--- src/rtl/scroll_feeder.sv ---
// rtl/scroll_feeder.sv - message buffer and sliding 4-nibble window feeding the scroll display register
// Optional feature macro: SCROLL_DIR_EN (adds in_DIR for right-scroll steps)
module scroll_feeder #(
    parameter int MSG_DEPTH = 16,
    parameter int PRESCALE  = 25000000
) (
    input  logic        in_CLK,
    input  logic        in_RST,
    input  logic        in_WR_EN,
    input  logic [3:0]  in_WR_ADDR,
    input  logic [3:0]  in_WR_DATA,
    input  logic [4:0]  in_LEN,
    input  logic        in_RUN,
`ifdef SCROLL_DIR_EN
    input  logic        in_DIR,
`endif
    output logic [15:0] out_D,
    output logic        out_EN,
    output logic [3:0]  out_POS
);

    localparam int AW = $clog2(MSG_DEPTH);
    localparam int PW = $clog2(PRESCALE);
    localparam logic [PW-1:0] PS_LAST = PW'(PRESCALE - 1);
    localparam logic [4:0]    DEPTH5  = 5'(MSG_DEPTH);

    typedef enum logic [1:0] {
        IDLE = 2'd0,
        FILL = 2'd1,
        RUN  = 2'd2
    } state_t;

    state_t        state_q;
    logic [3:0]    msg_q [MSG_DEPTH];
    logic [15:0]   out_d_q;
    logic          out_en_q;
    logic [3:0]    pos_q;
    logic [PW-1:0] presc_q;
    logic [1:0]    fill_cnt_q;
    logic [11:0]   shadow_q;
    logic [4:0]    len_q;

    logic [4:0]    len_clamp_d;
    logic [4:0]    fwd_sum_d;
    logic [4:0]    fwd_idx_d;
    logic [4:0]    pos_inc_d;
    logic [3:0]    fill_nib_d;
    logic [15:0]   step_win_d;
    logic [3:0]    step_pos_d;
`ifdef SCROLL_DIR_EN
    logic [4:0]    bwd_idx_d;
`endif

    // Effective length, wrap-aware neighbour indices and the next window for a step
    always_comb begin
        len_clamp_d = in_LEN;
        if (in_LEN < 5'd4) begin
            len_clamp_d = 5'd4;
        end else if (in_LEN > DEPTH5) begin
            len_clamp_d = DEPTH5;
        end

        // pos < L and L >= 4, so pos+4 < 2L and one subtraction suffices
        fwd_sum_d  = {1'b0, pos_q} + 5'd4;
        fwd_idx_d  = (fwd_sum_d >= len_q) ? (fwd_sum_d - len_q) : fwd_sum_d;
        pos_inc_d  = {1'b0, pos_q} + 5'd1;
        fill_nib_d = msg_q[AW'(fill_cnt_q)];

        step_win_d = {out_d_q[11:0], msg_q[fwd_idx_d[AW-1:0]]};
        step_pos_d = (pos_inc_d == len_q) ? 4'd0 : pos_inc_d[3:0];
`ifdef SCROLL_DIR_EN
        bwd_idx_d = (pos_q == 4'd0) ? (len_q - 5'd1) : ({1'b0, pos_q} - 5'd1);
        if (in_DIR) begin
            step_win_d = {msg_q[bwd_idx_d[AW-1:0]], out_d_q[15:4]};
            step_pos_d = bwd_idx_d[3:0];
        end
`endif
    end

    // Message buffer: one write per cycle in any state; reads elsewhere see the old value
    always_ff @(posedge in_CLK) begin
        if (in_RST) begin
            for (int i = 0; i < MSG_DEPTH; i++) begin
                msg_q[i] <= 4'd0;
            end
        end else if (in_WR_EN) begin
            msg_q[in_WR_ADDR[AW-1:0]] <= in_WR_DATA;
        end
    end

    // Scroll FSM: fill the first window, then step once per prescaler period
    always_ff @(posedge in_CLK) begin
        if (in_RST) begin
            state_q    <= IDLE;
            out_d_q    <= 16'd0;
            out_en_q   <= 1'b0;
            pos_q      <= 4'd0;
            presc_q    <= '0;
            fill_cnt_q <= 2'd0;
            shadow_q   <= 12'd0;
            len_q      <= 5'd4;
        end else begin
            out_en_q <= 1'b0;
            case (state_q)
                IDLE: begin
                    if (in_RUN) begin
                        state_q    <= FILL;
                        fill_cnt_q <= 2'd0;
                        pos_q      <= 4'd0;
                        presc_q    <= '0;
                        len_q      <= len_clamp_d;
                    end
                end
                FILL: begin
                    if (!in_RUN) begin
                        state_q <= IDLE;
                    end else begin
                        shadow_q   <= {shadow_q[7:0], fill_nib_d};
                        fill_cnt_q <= fill_cnt_q + 2'd1;
                        if (fill_cnt_q == 2'd3) begin
                            out_d_q  <= {shadow_q, fill_nib_d};
                            pos_q    <= 4'd0;
                            out_en_q <= 1'b1;
                            state_q  <= RUN;
                        end
                    end
                end
                RUN: begin
                    if (!in_RUN) begin
                        state_q <= IDLE;
                    end else if (presc_q == PS_LAST) begin
                        presc_q  <= '0;
                        out_d_q  <= step_win_d;
                        pos_q    <= step_pos_d;
                        out_en_q <= 1'b1;
                    end else begin
                        presc_q <= presc_q + PW'(1);
                    end
                end
                default: begin
                    state_q <= IDLE;
                end
            endcase
        end
    end

    assign out_D   = out_d_q;
    assign out_EN  = out_en_q;
    assign out_POS = pos_q;

endmodule
--- config.mk ---
export PLATFORM = sky130hd
export DESIGN_NAME = scroll_feeder
export DESIGN_NICKNAME = d
export VERILOG_FILES = /design/src/rtl/scroll_feeder.sv
export SDC_FILE = /design/constraint.sdc
export NUM_CORES = 1
export LEC_CHECK = 0
export ABC_AREA = 1
export CAP_MARGIN = 20
export CORE_MARGIN = 5
export CORE_UTILIZATION = 45
export CTS_BUF_LIST = sky130_fd_sc_hd__clkbuf_8
export DETAILED_ROUTE_END_ITERATION = 10
export SLEW_MARGIN = 30
export SYNTH_ARGS = -nofsm -noshare
export SYNTH_HDL_FRONTEND = slang
export SYNTH_SLANG_ARGS = --single-unit
--- constraint.sdc ---
create_clock -name in_CLK -period 3 [get_ports in_CLK]
set_clock_uncertainty 0.1 [all_clocks]
set_input_delay 0.6 -clock in_CLK [delete_from_list [all_inputs] [get_ports in_CLK]]
set_output_delay 0.6 -clock in_CLK [all_outputs]
set_load 0.005 [all_outputs]
==> metrics.txt <==
wirelength, routed=~17 mm; Initial Util=45.41%; TritonCTS Sinks=133; register bit total from synthesis=133; clock root cell=clkbuf_8; top_reg_cell synth=dfxtp_1; CP Max Fanout=10; Max VDD drop=387.3 uV; Final Wtd Congestion=0.9113; final instance area=7844 sq um; largest net degree at the start of global routing=52; Final Cycle Share=93.12%; r2r startpoint=out_POS[3]$_SDFFE_PP0P_; status=finished, final reports clean; Pre-Repair DR Iteration Count=5; fin crit period=around 2.8 ns; area grow syn2layout=14.48%; Worst Tran Pin Value=0.7735 ns; CTS tree=yes; area share of the largest cell type after synthesis=28.05%; capture point of the worst reg-to-reg path=out_D[2]$_SDFFE_PP0P_; vias in the first global route=5668; Starting DRT DRC Count=between 500 and 600; clk_lat worst skew=0.44 ns; Cells on Worst Hold Path=2; fraction of registers with async set/reset=0%; share of layout cells above drive strength 1=7.625%; FP Rows=45; Pwr Density=652.6 nW/um^2; Overflow after GRT=0; Synth cell types=43; Max-slew headroom=48.37%; CP startpoint kind=flop; Synth Cell Area=6852 sq um; sequential area share after synthesis=between 40% and 50%; chip height=133.4 um; most frequent cell after synthesis=nand2_1; Longest Clk Path Bufs=2; Hold WC Path Type=reg -> reg; via count=~6000; hold path startpoint=shadow_q[5]$_SDFFE_PP0P_; Setup TNS=0 ns; remaining antenna violation count=0; Hold Vio Cnt, Final=0; Critical Path End=out_D[2]$_SDFFE_PP0P_; Avg WL per Cell=roughly 16 um; largest cells by area after synthesis=edfxtp_1 (28%), dfxtp_1 (20%), nand2_1 (9.1%); Die ar.=17790 sq um; Final Net Count=936; crit path kind=reg -> reg; drt via density=5.330; Overall Global Routing Usage=19.86%; Placed Area=7438 sq um; antenna violations before repair=0; # DRC=0; number of top-level pins=38; Die X=133.4 um; Crit. End Element=flop; number of synthesized flops with an enable pin=64; Peak Freq=358.0 MHz; Final HPWL DP=12.69 mm; Max Slew Vio Count=0; Syn Inst Count=around 860; post-synth top area cell=edfxtp_1; PortBufs=37; first-pass GRT wire length=about 28 mm; Reg clk slew, reported paths=0.08 ns; Data arrival, critical path=3.07 ns; syn avg cell area=~7.9 sq um; CORE AREA=15090 sq um; WP data required=3.28 ns; CTS buffer count=17; RSZ-0062 raised after global routing=no; CTS H-Tree Depth=4; r2r setup slk=between 0.2 and 0.25 ns; Worst R2R Path Depth=13; setup violation total in the final timing report=0; Commonest cells post-synth=nand2_1 (167), nor2_1 (119), inv_1 (113), nand3_1 (87), dfxtp_1 (69); Max Cap Viol=0; Leak=0.003179 uW; yosys warns=0; Setup crit start=out_POS[3]$_SDFFE_PP0P_; syn_nets=894; # diodes=0
-- worst min path at each step --
stage / endpoint
3_3_place_gp: len_q[3]$_SDFFE_PP0P_
5_1_grt: shadow_q[6]$_SDFFE_PP0P_
6_report: shadow_q[9]$_SDFFE_PP0P_
3_5_place_dp: shadow_q[9]$_SDFFE_PP0P_
4_1_cts: len_q[1]$_SDFFE_PP0P_
2_1_floorplan: flop
-- area by class of cell --
type | instances | area (sq um)
clock buffers | 17 | 234.0
clock inverters | 15 | 152.6
fillers | 1476 | 7246
inverters | 117 | 440.4
multi-input cells | 582 | 2977
flip-flops and latches | 133 | 3303
well taps | 188 | 235.2
repair buffers | 54 | 501.7
-- cell families after synthesis --
family	Yosys count	share of synthesized area [%]
buffers and inverters	148	8.565
AO/OA/AOI/OAI	117	9.460
XOR/XNOR	21	2.684
adder cells (fa/ha/maj)	14	2.666
AND/OR/NAND/NOR	430	28.42
flip-flops	133	48.21
-- cell usage in the layout, fill, tap and decap left out, types with 2 or more instances in the layout --
cell and n:
buf_4 16, nand2_1 167, inv_6 4, edfxtp_1 64
clkinv_2 4, nand4_1 13, nand3b_1 12, nand3_4 2
nand2_2 3, xnor2_1 5, inv_1 114, dfxtp_1 69
nand3_1 87, o21ai_4 2, clkbuf_8 17, bufinv_16 2
ha_1 13, o21ai_0 47, inv_4 2, a21oi_1 41
a211oi_1 6, clkdlybuf4s50_1 37, nor3_1 14, a31oi_1 13
nor2_1 119, nor2_2 3, clkinv_4 3, o21bai_1 2
xor2_1 16, clkinv_1 2, nor4_1 2
-- sequential cells by signal (all words and copies together) (netlist names), named ones only --
name	flops
msg_q	64
presc_q	25
out_D	16
shadow_q	12
len_q	5
out_POS	4
fill_cnt_q	2
state_q	2
out_EN	1
-- report_power, final --
group | leakage, uW | internal (uW) | switching, uW
clock | 0.000207 | 744 | 730
combinational | 0.00180 | 529 | 933
sequential | 0.00117 | 2070 | 111
total | 0.00318 | 3340 | 1770
-- metal layers --
layer	vias to the layer above	share of wire, %	global-route usage (%)
li1	2926	-	-
met1	2758	46	26.06
met2	184	46	32.11
met3	27	5.8	5.174
met4	0	1.5	6.571
met5	-	0	0
-- worst max-delay path: stages (launching register included) --
cell	delay, ns
dfxtp_1	0.40
ha_1	0.28
ha_1	0.32
nand2_1	0.10
nor2_1	0.05
nand2_1	0.13
nand3_4	0.16
o21ai_2	0.42
inv_1	0.26
nand3_1	0.15
nand3_1	0.08
nand3_1	0.10
nand2_1	0.06
a21oi_1	0.13
-- repair_timing --
action                     in CTS  in global routing
setup endpoints to repair       0                  4
buffers inserted                0                  0
gates resized for setup         0                  3
hold endpoints to repair        0                  0
hold buffers                    0                  0
-- metrics by stage --
| stage | cells | util (%) | power [uW] | setup slack, ns | hold slack, ns |
|---|---|---|---|---|---|
| final | 1106 | 51.98 | 5119 | 0.2064 | 0.3718 |
| after global routing | 1106 | 51.98 | 5422 | 0.002736 | 0.3971 |
| after CTS | 1106 | 51.86 | 5131 | 0.1940 | 0.3732 |
| after detailed placement | 1074 | 49.30 | 3657 | 0.2015 | 0.3580 |
| after global placement | 1074 | 49.30 | 3623 | 0.2176 | 0.3585 |
| after floorplan | 863 | - | 3174 | 0.6410 | 0.3417 |
Note: power is estimated with default switching activity, not from simulation.
